File: config.mk
export PLATFORM = sky130hd
export DESIGN_NAME = ck_rst_seq
export DESIGN_NICKNAME = d
export VERILOG_FILES = /design/src/rtl/ck_rst_pkg.sv /design/src/rtl/rst_sync.sv /design/src/rtl/ck_rst_seq.sv
export SDC_FILE = /design/constraint.sdc
export NUM_CORES = 1
export LEC_CHECK = 0
export BUFFER_PORTS_ARGS = -buffer_cell sky130_fd_sc_hd__buf_2
export CORE_UTILIZATION = 30
export CTS_CLUSTER_SIZE = 16
export DETAILED_ROUTE_END_ITERATION = 12
export SYNTH_ARGS = -nofsm -noshare
export SYNTH_HDL_FRONTEND = slang
export SYNTH_HIERARCHICAL = 1
export SYNTH_SLANG_ARGS = --single-unit
File: constraint.sdc
create_clock -name clk -period 0.8 [get_ports clk]
set_input_delay 0.08 -clock clk [delete_from_list [all_inputs] [get_ports clk]]
set_output_delay 0.08 -clock clk [all_outputs]
set_load 0.02 [all_outputs]
File: src/rtl/ck_rst_pkg.sv
// Shared types and helpers for the reset/enable sequencer.
// Holds the FSM state encoding and the counter width helper.
package ck_rst_pkg;

  typedef enum logic [1:0] {
    S_HOLD = 2'd0,
    S_WAIT = 2'd1,
    S_RUN  = 2'd2
  } state_t;

  // Counter must hold the larger of the hold and the last enable offset.
  function automatic int cnt_width(input int a, input int b);
    return $clog2((a > b) ? a : b) + 1;
  endfunction

endpackage

File: src/rtl/rst_sync.sv
// Reset synchroniser: asynchronous assertion, synchronous deassertion.
// The chain clears on rst_n low and shifts in ones on each clk edge.
module rst_sync #(
  parameter int SYNC_STAGES = 2
) (
  input  logic clk,
  input  logic rst_n,
  output logic rst_sync
);

  logic [SYNC_STAGES-1:0] sync_r;

  // Shift chain cleared asynchronously, filled with ones synchronously
  always_ff @(posedge clk or negedge rst_n) begin
    if (!rst_n) begin
      sync_r <= {SYNC_STAGES{1'b0}};
    end else begin
      sync_r <= {sync_r[SYNC_STAGES-2:0], 1'b1};
    end
  end

  assign rst_sync = sync_r[SYNC_STAGES-1];

endmodule

File: src/rtl/ck_rst_seq.sv
// Reset and enable sequencer: holds rst_n_out low, then releases staggered
// enables and a divided pixel tick; soft_rst re-runs the whole sequence.
module ck_rst_seq
  import ck_rst_pkg::*;
#(
  parameter int SYNC_STAGES = 2,
  parameter int RST_HOLD    = 5,
  parameter int EN_DELAY    = 5,
  parameter int N_CH        = 2,
  parameter int EN_STAGGER  = 1,
  parameter int DIV         = 2
) (
  input  logic            clk,
  input  logic            rst_n,
  input  logic            soft_rst,
  output logic            rst_n_out,
  output logic [N_CH-1:0] en,
  output logic            tick,
  output logic            done
);

  localparam int LAST  = EN_DELAY - 1 + (N_CH - 1) * EN_STAGGER;
  localparam int CNT_W = cnt_width(RST_HOLD, EN_DELAY + (N_CH - 1) * EN_STAGGER);
  localparam int DIV_W = $clog2(DIV) + 1;

  logic             rst_sync_s;
  logic             soft_rst_r;
  state_t           state_r,     state_nxt_s;
  logic [CNT_W-1:0] cnt_r,       cnt_nxt_s;
  logic [DIV_W-1:0] divcnt_r,    divcnt_nxt_s;
  logic             rst_n_out_r, rst_n_out_nxt_s;
  logic [N_CH-1:0]  en_r,        en_nxt_s;
  logic             tick_r,      tick_nxt_s;
  logic             done_r,      done_nxt_s;

  rst_sync #(
    .SYNC_STAGES(SYNC_STAGES)
  ) u_rst_sync (
    .clk      (clk),
    .rst_n    (rst_n),
    .rst_sync (rst_sync_s)
  );

  // Next-state, counter, enable and divider logic
  always_comb begin
    state_nxt_s     = state_r;
    cnt_nxt_s       = cnt_r;
    rst_n_out_nxt_s = rst_n_out_r;
    en_nxt_s        = en_r;
    done_nxt_s      = done_r;
    divcnt_nxt_s    = divcnt_r;
    tick_nxt_s      = 1'b0;
    if (soft_rst_r) begin
      state_nxt_s     = S_HOLD;
      cnt_nxt_s       = {CNT_W{1'b0}};
      rst_n_out_nxt_s = 1'b0;
      en_nxt_s        = {N_CH{1'b0}};
      done_nxt_s      = 1'b0;
    end else begin
      case (state_r)
        S_HOLD: begin
          rst_n_out_nxt_s = 1'b0;
          en_nxt_s        = {N_CH{1'b0}};
          if (cnt_r == CNT_W'(RST_HOLD - 1)) begin
            rst_n_out_nxt_s = 1'b1;
            cnt_nxt_s       = {CNT_W{1'b0}};
            state_nxt_s     = S_WAIT;
          end else begin
            cnt_nxt_s = cnt_r + CNT_W'(1);
          end
        end
        S_WAIT: begin
          for (int k = 0; k < N_CH; k++) begin
            if (cnt_r == CNT_W'(EN_DELAY - 1 + k * EN_STAGGER)) begin
              en_nxt_s[k] = 1'b1;
            end else begin
              en_nxt_s[k] = en_r[k];
            end
          end
          // cnt stops at the last offset, so it saturates through S_RUN
          if (cnt_r == CNT_W'(LAST)) begin
            done_nxt_s  = 1'b1;
            state_nxt_s = S_RUN;
          end else begin
            cnt_nxt_s = cnt_r + CNT_W'(1);
          end
        end
        S_RUN: begin
          state_nxt_s = S_RUN;
        end
        default: begin
          state_nxt_s     = S_HOLD;
          cnt_nxt_s       = {CNT_W{1'b0}};
          rst_n_out_nxt_s = 1'b0;
          en_nxt_s        = {N_CH{1'b0}};
          done_nxt_s      = 1'b0;
        end
      endcase
    end
    if (soft_rst_r || !en_r[0]) begin
      divcnt_nxt_s = {DIV_W{1'b0}};
      tick_nxt_s   = 1'b0;
    end else if (divcnt_r == DIV_W'(DIV - 1)) begin
      divcnt_nxt_s = {DIV_W{1'b0}};
      tick_nxt_s   = 1'b1;
    end else begin
      divcnt_nxt_s = divcnt_r + DIV_W'(1);
      tick_nxt_s   = 1'b0;
    end
  end

  // State and output registers, cleared by the synchronised reset
  always_ff @(posedge clk or negedge rst_sync_s) begin
    if (!rst_sync_s) begin
      soft_rst_r  <= 1'b0;
      state_r     <= S_HOLD;
      cnt_r       <= {CNT_W{1'b0}};
      divcnt_r    <= {DIV_W{1'b0}};
      rst_n_out_r <= 1'b0;
      en_r        <= {N_CH{1'b0}};
      tick_r      <= 1'b0;
      done_r      <= 1'b0;
    end else begin
      soft_rst_r  <= soft_rst;
      state_r     <= state_nxt_s;
      cnt_r       <= cnt_nxt_s;
      divcnt_r    <= divcnt_nxt_s;
      rst_n_out_r <= rst_n_out_nxt_s;
      en_r        <= en_nxt_s;
      tick_r      <= tick_nxt_s;
      done_r      <= done_nxt_s;
    end
  end

  assign rst_n_out = rst_n_out_r;
  assign en        = en_r;
  assign tick      = tick_r;
  assign done      = done_r;

endmodule

==> metrics.cfg, run 1 <==
[floorplan]
num_io_pins=8
initial_core_util_pct=32.2
die_w_um=53.8
core-area_sq_um=2500
dieArea_sq_um=2900
num_rows=18
die_h_um=53.8

[clocking]
cts_made_buffers=3
insertion_delay_ns=0.30
htreeDepth=1
cts_buffer_depth=2
clock-sinks=16
clkTransAtPathRegs_ns=0.10
cts_tree=done
root_buffer=clkbuf_4

[worst_setup_path]
worstPathRequired_ns=1.04
crit_arrival_ns=1.60
crit_fanout=4
ff2ff_setup_slack_ns=-0.56
reg2regPathDepth=6
end_kind=register
critical_path_class=reg -> reg
startpoint_type=register

[global_routing]
overflow=0
grt_max_degree=15
antenna_found_initial=0
grt_pass1_wl_um=3120
grt.total_usage_pct=15.4
grt_pass1_vias=740

[synth]
synthesis.area_sq_um=806
ys_types=29
synth_warnings=6
syn_avg_cell_area_sq_um=10.6
seq_area_frac_synth_pct=49.7
synth_seq_cells=16
synth_area_leaders=dfrtp_1, ha_1, nor2_1, nor3_1, inv_1
synthCells=76
synth_top_area_cell=dfrtp_1
synth.top_cell.area_share_pct=49.7
synth_nets=85

[detailed_routing]
drt_iter0_markers=7
wl_per_cell_um=13.6
wirelength_um=1880
drc=0
ant_nets=0
dr.pass1.iters=4
viasPerCell=4.82
vias=670

[sta]
timing.final.crit_share_pct=170
hold_ws_ns=0.0828
fmax_ghz=0.734
finalSetupViolCount=18
maxSlewViolCount=0
hold_viol=0
rsz0062_at_grt=true
fin_ws_ns=-0.562
fin_skew_ns=0.0132
fin_crit_ns=1.36

[hold_path]
min_path_type=in -> async

[power_and_ir_drop]
p_leak_nw=0.545
ir_worst_vdd_v=0.00108
power_density_nw_per_um2=1540

[cells_and_area]
area_growth_pct=53.0
final_layout_size_suffix_gt1_share_pct=52.3
layout.nets=119
fin_util_pct=49.3
antennaDiodeCount=0
stdcell_area_sq_um=1230

[place]
postPlaceCellArea_sq_um=1020
dp.final_hpwl_um=1300
port_buffers=7
routabilityCongestion=0.779

[status]
violations=setup timing
status=finished, violations left

[job]
max-cap-violations=0

synthesized netlist by cell type, drive strengths merged:
master and instances:
xor2 1, ha 6, nand4b 1, o21bai 1
a21oi 5, nand3 2, nor2 7, inv 6
and3 1, conb 1, nor3b 3, dfrtp 16
nand2 5, buf 1, nor4bb 2, nand2b 1
o21ai 3, a31oi 1, o22ai 2, nand3b 4
and2 1, nor3 6
logic make-up after synthesis:
kind of cell | count (synthesis) | share of synthesized area, %
simple gates | 33 | 26.2
flops | 16 | 49.7
compound gates | 12 | 9.47
buf+inv | 7 | 3.73
fa+ha+maj | 6 | 9.32
xor+xnor | 1 | 1.09
other cells | 1 | 0.465
area by class of cell:
class	count	area, sq um
fillers	234	1270
multi-input cells	53	495
flip-flops and latches	16	403
repair buffers	30	248
well taps	30	37.5
clock buffers	4	26.3
inverters	6	22.5
flip-flops by register name, indices dropped and copies added (netlist names):
name and cells:
done 1, rst_n_out 1, tick 1, divcnt_r 2
en 2, soft_rst_r 1, cnt_r 4, state_r 2
u_rst_sync/sync_r 2
routing by layer:
metal	up-vias	routed length [um]	global-route usage, %	part of all wire, %
met4	0	19	5.26	1.0
met1	334	821	16.5	44
met3	2	60	5.93	3.2
met2	8	983	27.4	52
met5	-	0	0	0
li1	326	-	-	-
stage by stage:
| stage | total power [mW] | TNS (ns) | worst slack, ns | instances |
|---|---|---|---|---|
| 4_1_cts | 1.84 | -6.04 | -0.566 | 137 |
| 5_1_grt | 2.03 | -7.24 | -0.648 | 139 |
| 2_1_floorplan | 1.17 | -3.78 | -0.447 | 76 |
| 3_5_place_dp | 1.33 | -5.24 | -0.559 | 126 |
| 3_3_place_gp | 1.31 | -5.09 | -0.548 | 126 |
| 6_report | 1.90 | -5.96 | -0.562 | 139 |
critical path: stages (launching register included):
cell	delay, ns
dfrtp_2	0.45
inv_2	0.09
ha_2	0.21
inv_1	0.09
a21oi_2	0.23
nor2_1	0.10
o22ai_2	0.11
power breakdown:
part           internal [mW]  switching [mW]
logic                  0.280           0.249
registers              0.853          0.0461
clock network          0.195           0.273
total                   1.33           0.568
worst paths after layout:
kind / from / endpoint
max in group asynchronous: u_rst_sync/sync_r[1] / cnt_r[0]
hold / removal: rst_n / u_rst_sync/sync_r[0]
min in group clk: u_rst_sync/sync_r[0] / u_rst_sync/sync_r[1]
hold reg to reg: u_rst_sync/sync_r[1] / en[0]
setup reg to reg: state_r[0] / cnt_r[2]
setup / recovery: state_r[0] / cnt_r[2]
cells in the final DEF (no fill, tap or decap), types with 3 or more instances in the layout:
master,synthesis,final
nor3_1,5,3
nand3b_1,3,3
dfrtp_1,16,14
clkbuf_4,0,3
nor3_2,1,3
a21oi_1,4,4
nor2_1,7,6
ha_4,0,3
nand2_1,5,5
buf_6,0,6
o21ai_1,2,3
buf_4,1,20
inv_2,0,4
repair_timing:
item	in CTS	in global routing
pin swaps	2	3
gates resized for setup	16	11
buffers inserted	5	3
endpoints found under the hold margin	3	0
setup endpoints to repair	18	18
hold buffers	2	0
Power figures use the tool's default switching activity.
==> inputs of run 2 (changes only) <==
--- a/config.mk
+++ b/config.mk
@@ -6,7 +6,7 @@
 export NUM_CORES = 1
 export LEC_CHECK = 0
 export BUFFER_PORTS_ARGS = -buffer_cell sky130_fd_sc_hd__buf_2
-export CORE_UTILIZATION = 30
+export CORE_UTILIZATION = 29
 export CTS_CLUSTER_SIZE = 16
 export DETAILED_ROUTE_END_ITERATION = 12
 export SYNTH_ARGS = -nofsm -noshare
==> run 2 against run 1 <==
Effect of this change: the run still ends with setup timing left; die area up 3.3%; final cell count up 1.4%; non-clock buffer count rose by 2; sequential power is essentially flat; global-route usage down 0.83 points; critical path type unchanged.
==> metrics.cfg, run 2 (same netlist as run 1, synthesis figures left out) <==
[clocking]
clkTransAtPathRegs_ns=0.10  ; about the same
htreeDepth=1  ; unchanged
clock-sinks=16  ; unchanged
cts_buffer_depth=2  ; unchanged
cts_made_buffers=3  ; unchanged
root_buffer=clkbuf_4
insertion_delay_ns=0.29  ; about the same
cts_tree=done

[power_and_ir_drop]
ir_worst_vdd_v=0.00109  ; +0.55%
p_total_mw=2.02  ; +6.8%
power_density_nw_per_um2=1570  ; +2.1%
p_leak_nw=0.577  ; +5.8%

[detailed_routing]
drt_iter0_markers=2  ; -5
viasPerCell=4.69  ; -2.7%
dr.max_layer_used=met4
wl_met2_um=919  ; -6.5%
wirelength_um=1860  ; -1.3%
met3_length_um=46  ; -23%
vias=661  ; -1.3%
wl_per_cell_um=13.2  ; -2.7%
ant_nets=0  ; unchanged
wl_met1_um=865  ; +5.4%
drc=0  ; unchanged
dr.pass1.iters=3  ; -1

[cells_and_area]
multiInputGateArea_sq_um=504  ; +1.8%
instances_no_fill=141  ; +1.4%
largest-register=cnt_r
final_cell_mix=buf_4, dfrtp_1, buf_6
n_fill_cell=227  ; -3.0%
antennaDiodeCount=0  ; unchanged
regArea_sq_um=402  ; -0.31%
final_layout_size_suffix_gt1_share_pct=53.2  ; +0.86 points
layout.nets=121  ; +1.7%
largest_register_ffs=4  ; unchanged
final_common_cell=buf_4
area_growth_pct=59.9

[worst_setup_path]
crit_arrival_ns=1.56  ; -0.04 ns
cpPeakStageDelay_ns=0.41  ; -0.04 ns
slowest_stage=dfrtp_1
cp-startpoint=cnt_r[0]
startpoint_type=register
r2r_start=cnt_r[0]
path_cells=buf_4 > ha_4 > nand3b_1 > nand3b_4 > a31oi_1 > o22ai_1
worstPathRequired_ns=0.98  ; -0.06 ns
critical_path_class=reg -> reg
end_kind=register
crit_fanout=3  ; -1

[sta]
finalSetupViolCount=17  ; -1
hold_ws_ns=0.0804  ; -0.00234 ns
fin_skew_ns=0.00236  ; -0.0108 ns
fin_crit_ns=1.38  ; +0.0193 ns
timing.final.crit_share_pct=173  ; +2.4 points
fin_ws_ns=-0.581  ; -0.0193 ns
hold_viol=0  ; unchanged
rsz0062_at_grt=true
fmax_ghz=0.724  ; -1.4%
setup_tns_ns=-5.78  ; +0.181 ns
maxSlewViolCount=0  ; unchanged

[floorplan]
num_rows=18  ; unchanged
dieArea_sq_um=2990  ; +3.3%
num_io_pins=8  ; unchanged
initial_core_util_pct=31.7  ; -0.57 points
die_h_um=54.7  ; +1.6%
die_w_um=54.7  ; +1.6%
core-area_sq_um=2540  ; +1.8%

[place]
dp.final_hpwl_um=1210  ; -6.5%
dpl_worst_slack_ns=-0.556  ; +0.00270 ns
place_inst=126  ; unchanged
routabilityCongestion=0.819  ; +5.2%
port_buffers=7  ; unchanged

[global_routing]
grt_pass1_wl_um=3070  ; -1.5%
grt_max_degree=11  ; -4
overflow=0  ; unchanged
grt_pass1_vias=708  ; -4.3%
grt.total_usage_pct=14.6  ; -0.83 points
antenna_found_initial=0  ; unchanged

[status]
status=finished, violations left
violations=setup timing

[job]
max-cap-violations=0  ; unchanged

[hold_path]
min_path_type=in -> async

==> run 2: per-layer routing <==
layer,vias to the layer above,GRT usage [%]
met5,-,0
met4,0,8.12
met3,5,3.06
met2,9,23.3
met1,314,18.1
li1,333,-
==> run 2: worst paths after layout <==
check	slack, ns	to	cells past startpoint
worst max-delay path	-0.58	state_r[1]	6
worst min-delay path	0.08	u_rst_sync/sync_r[0]	2
worst max register to register	-0.58	state_r[1]	6
worst min register to register	0.11	cnt_r[0]	0
max in group asynchronous	0.34	en[0]	1
min in group clk	0.37	u_rst_sync/sync_r[1]	0
==> run 2: worst max-delay path: cells and delay by family (launching register included) <==
kind,cells,cell delay [ns]
buf+inv,1,0.15
fa+ha+maj,1,0.15
simple gates,2,0.30
flops,1,0.41
compound gates,2,0.26
==> run 2: final cells by class <==
class,count,area share (%)
multi-input cells,53,39.1
flip-flops and latches,16,31.2
repair buffers,32,22.2
well taps,30,2.91
clock buffers,4,2.82
inverters,6,1.75
==> run 2: power by group <==
group	internal (mW)	total (mW)	switching (mW)
Sequential	0.852	0.901	0.0491
Clock	0.277	0.555	0.277
Combinational	0.307	0.568	0.261
Total	1.44	2.02	0.588
==> run 2: stage by stage <==
stage / cell area (sq um) / util (%)
floorplan: 857 / -
global placement: 1040 / 40.7
detailed placement: 1040 / 40.7
CTS: 1250 / 49.2
global route: 1290 / 50.6
finish: 1290 / 50.6
==> run 2: timing repair <==
item,CTS,global route
pin swaps,8,8
endpoints found under the setup margin,18,18
hold endpoints to repair,3,0
hold buffers,2,0
setup buffers,8,2
resized for setup,25,5
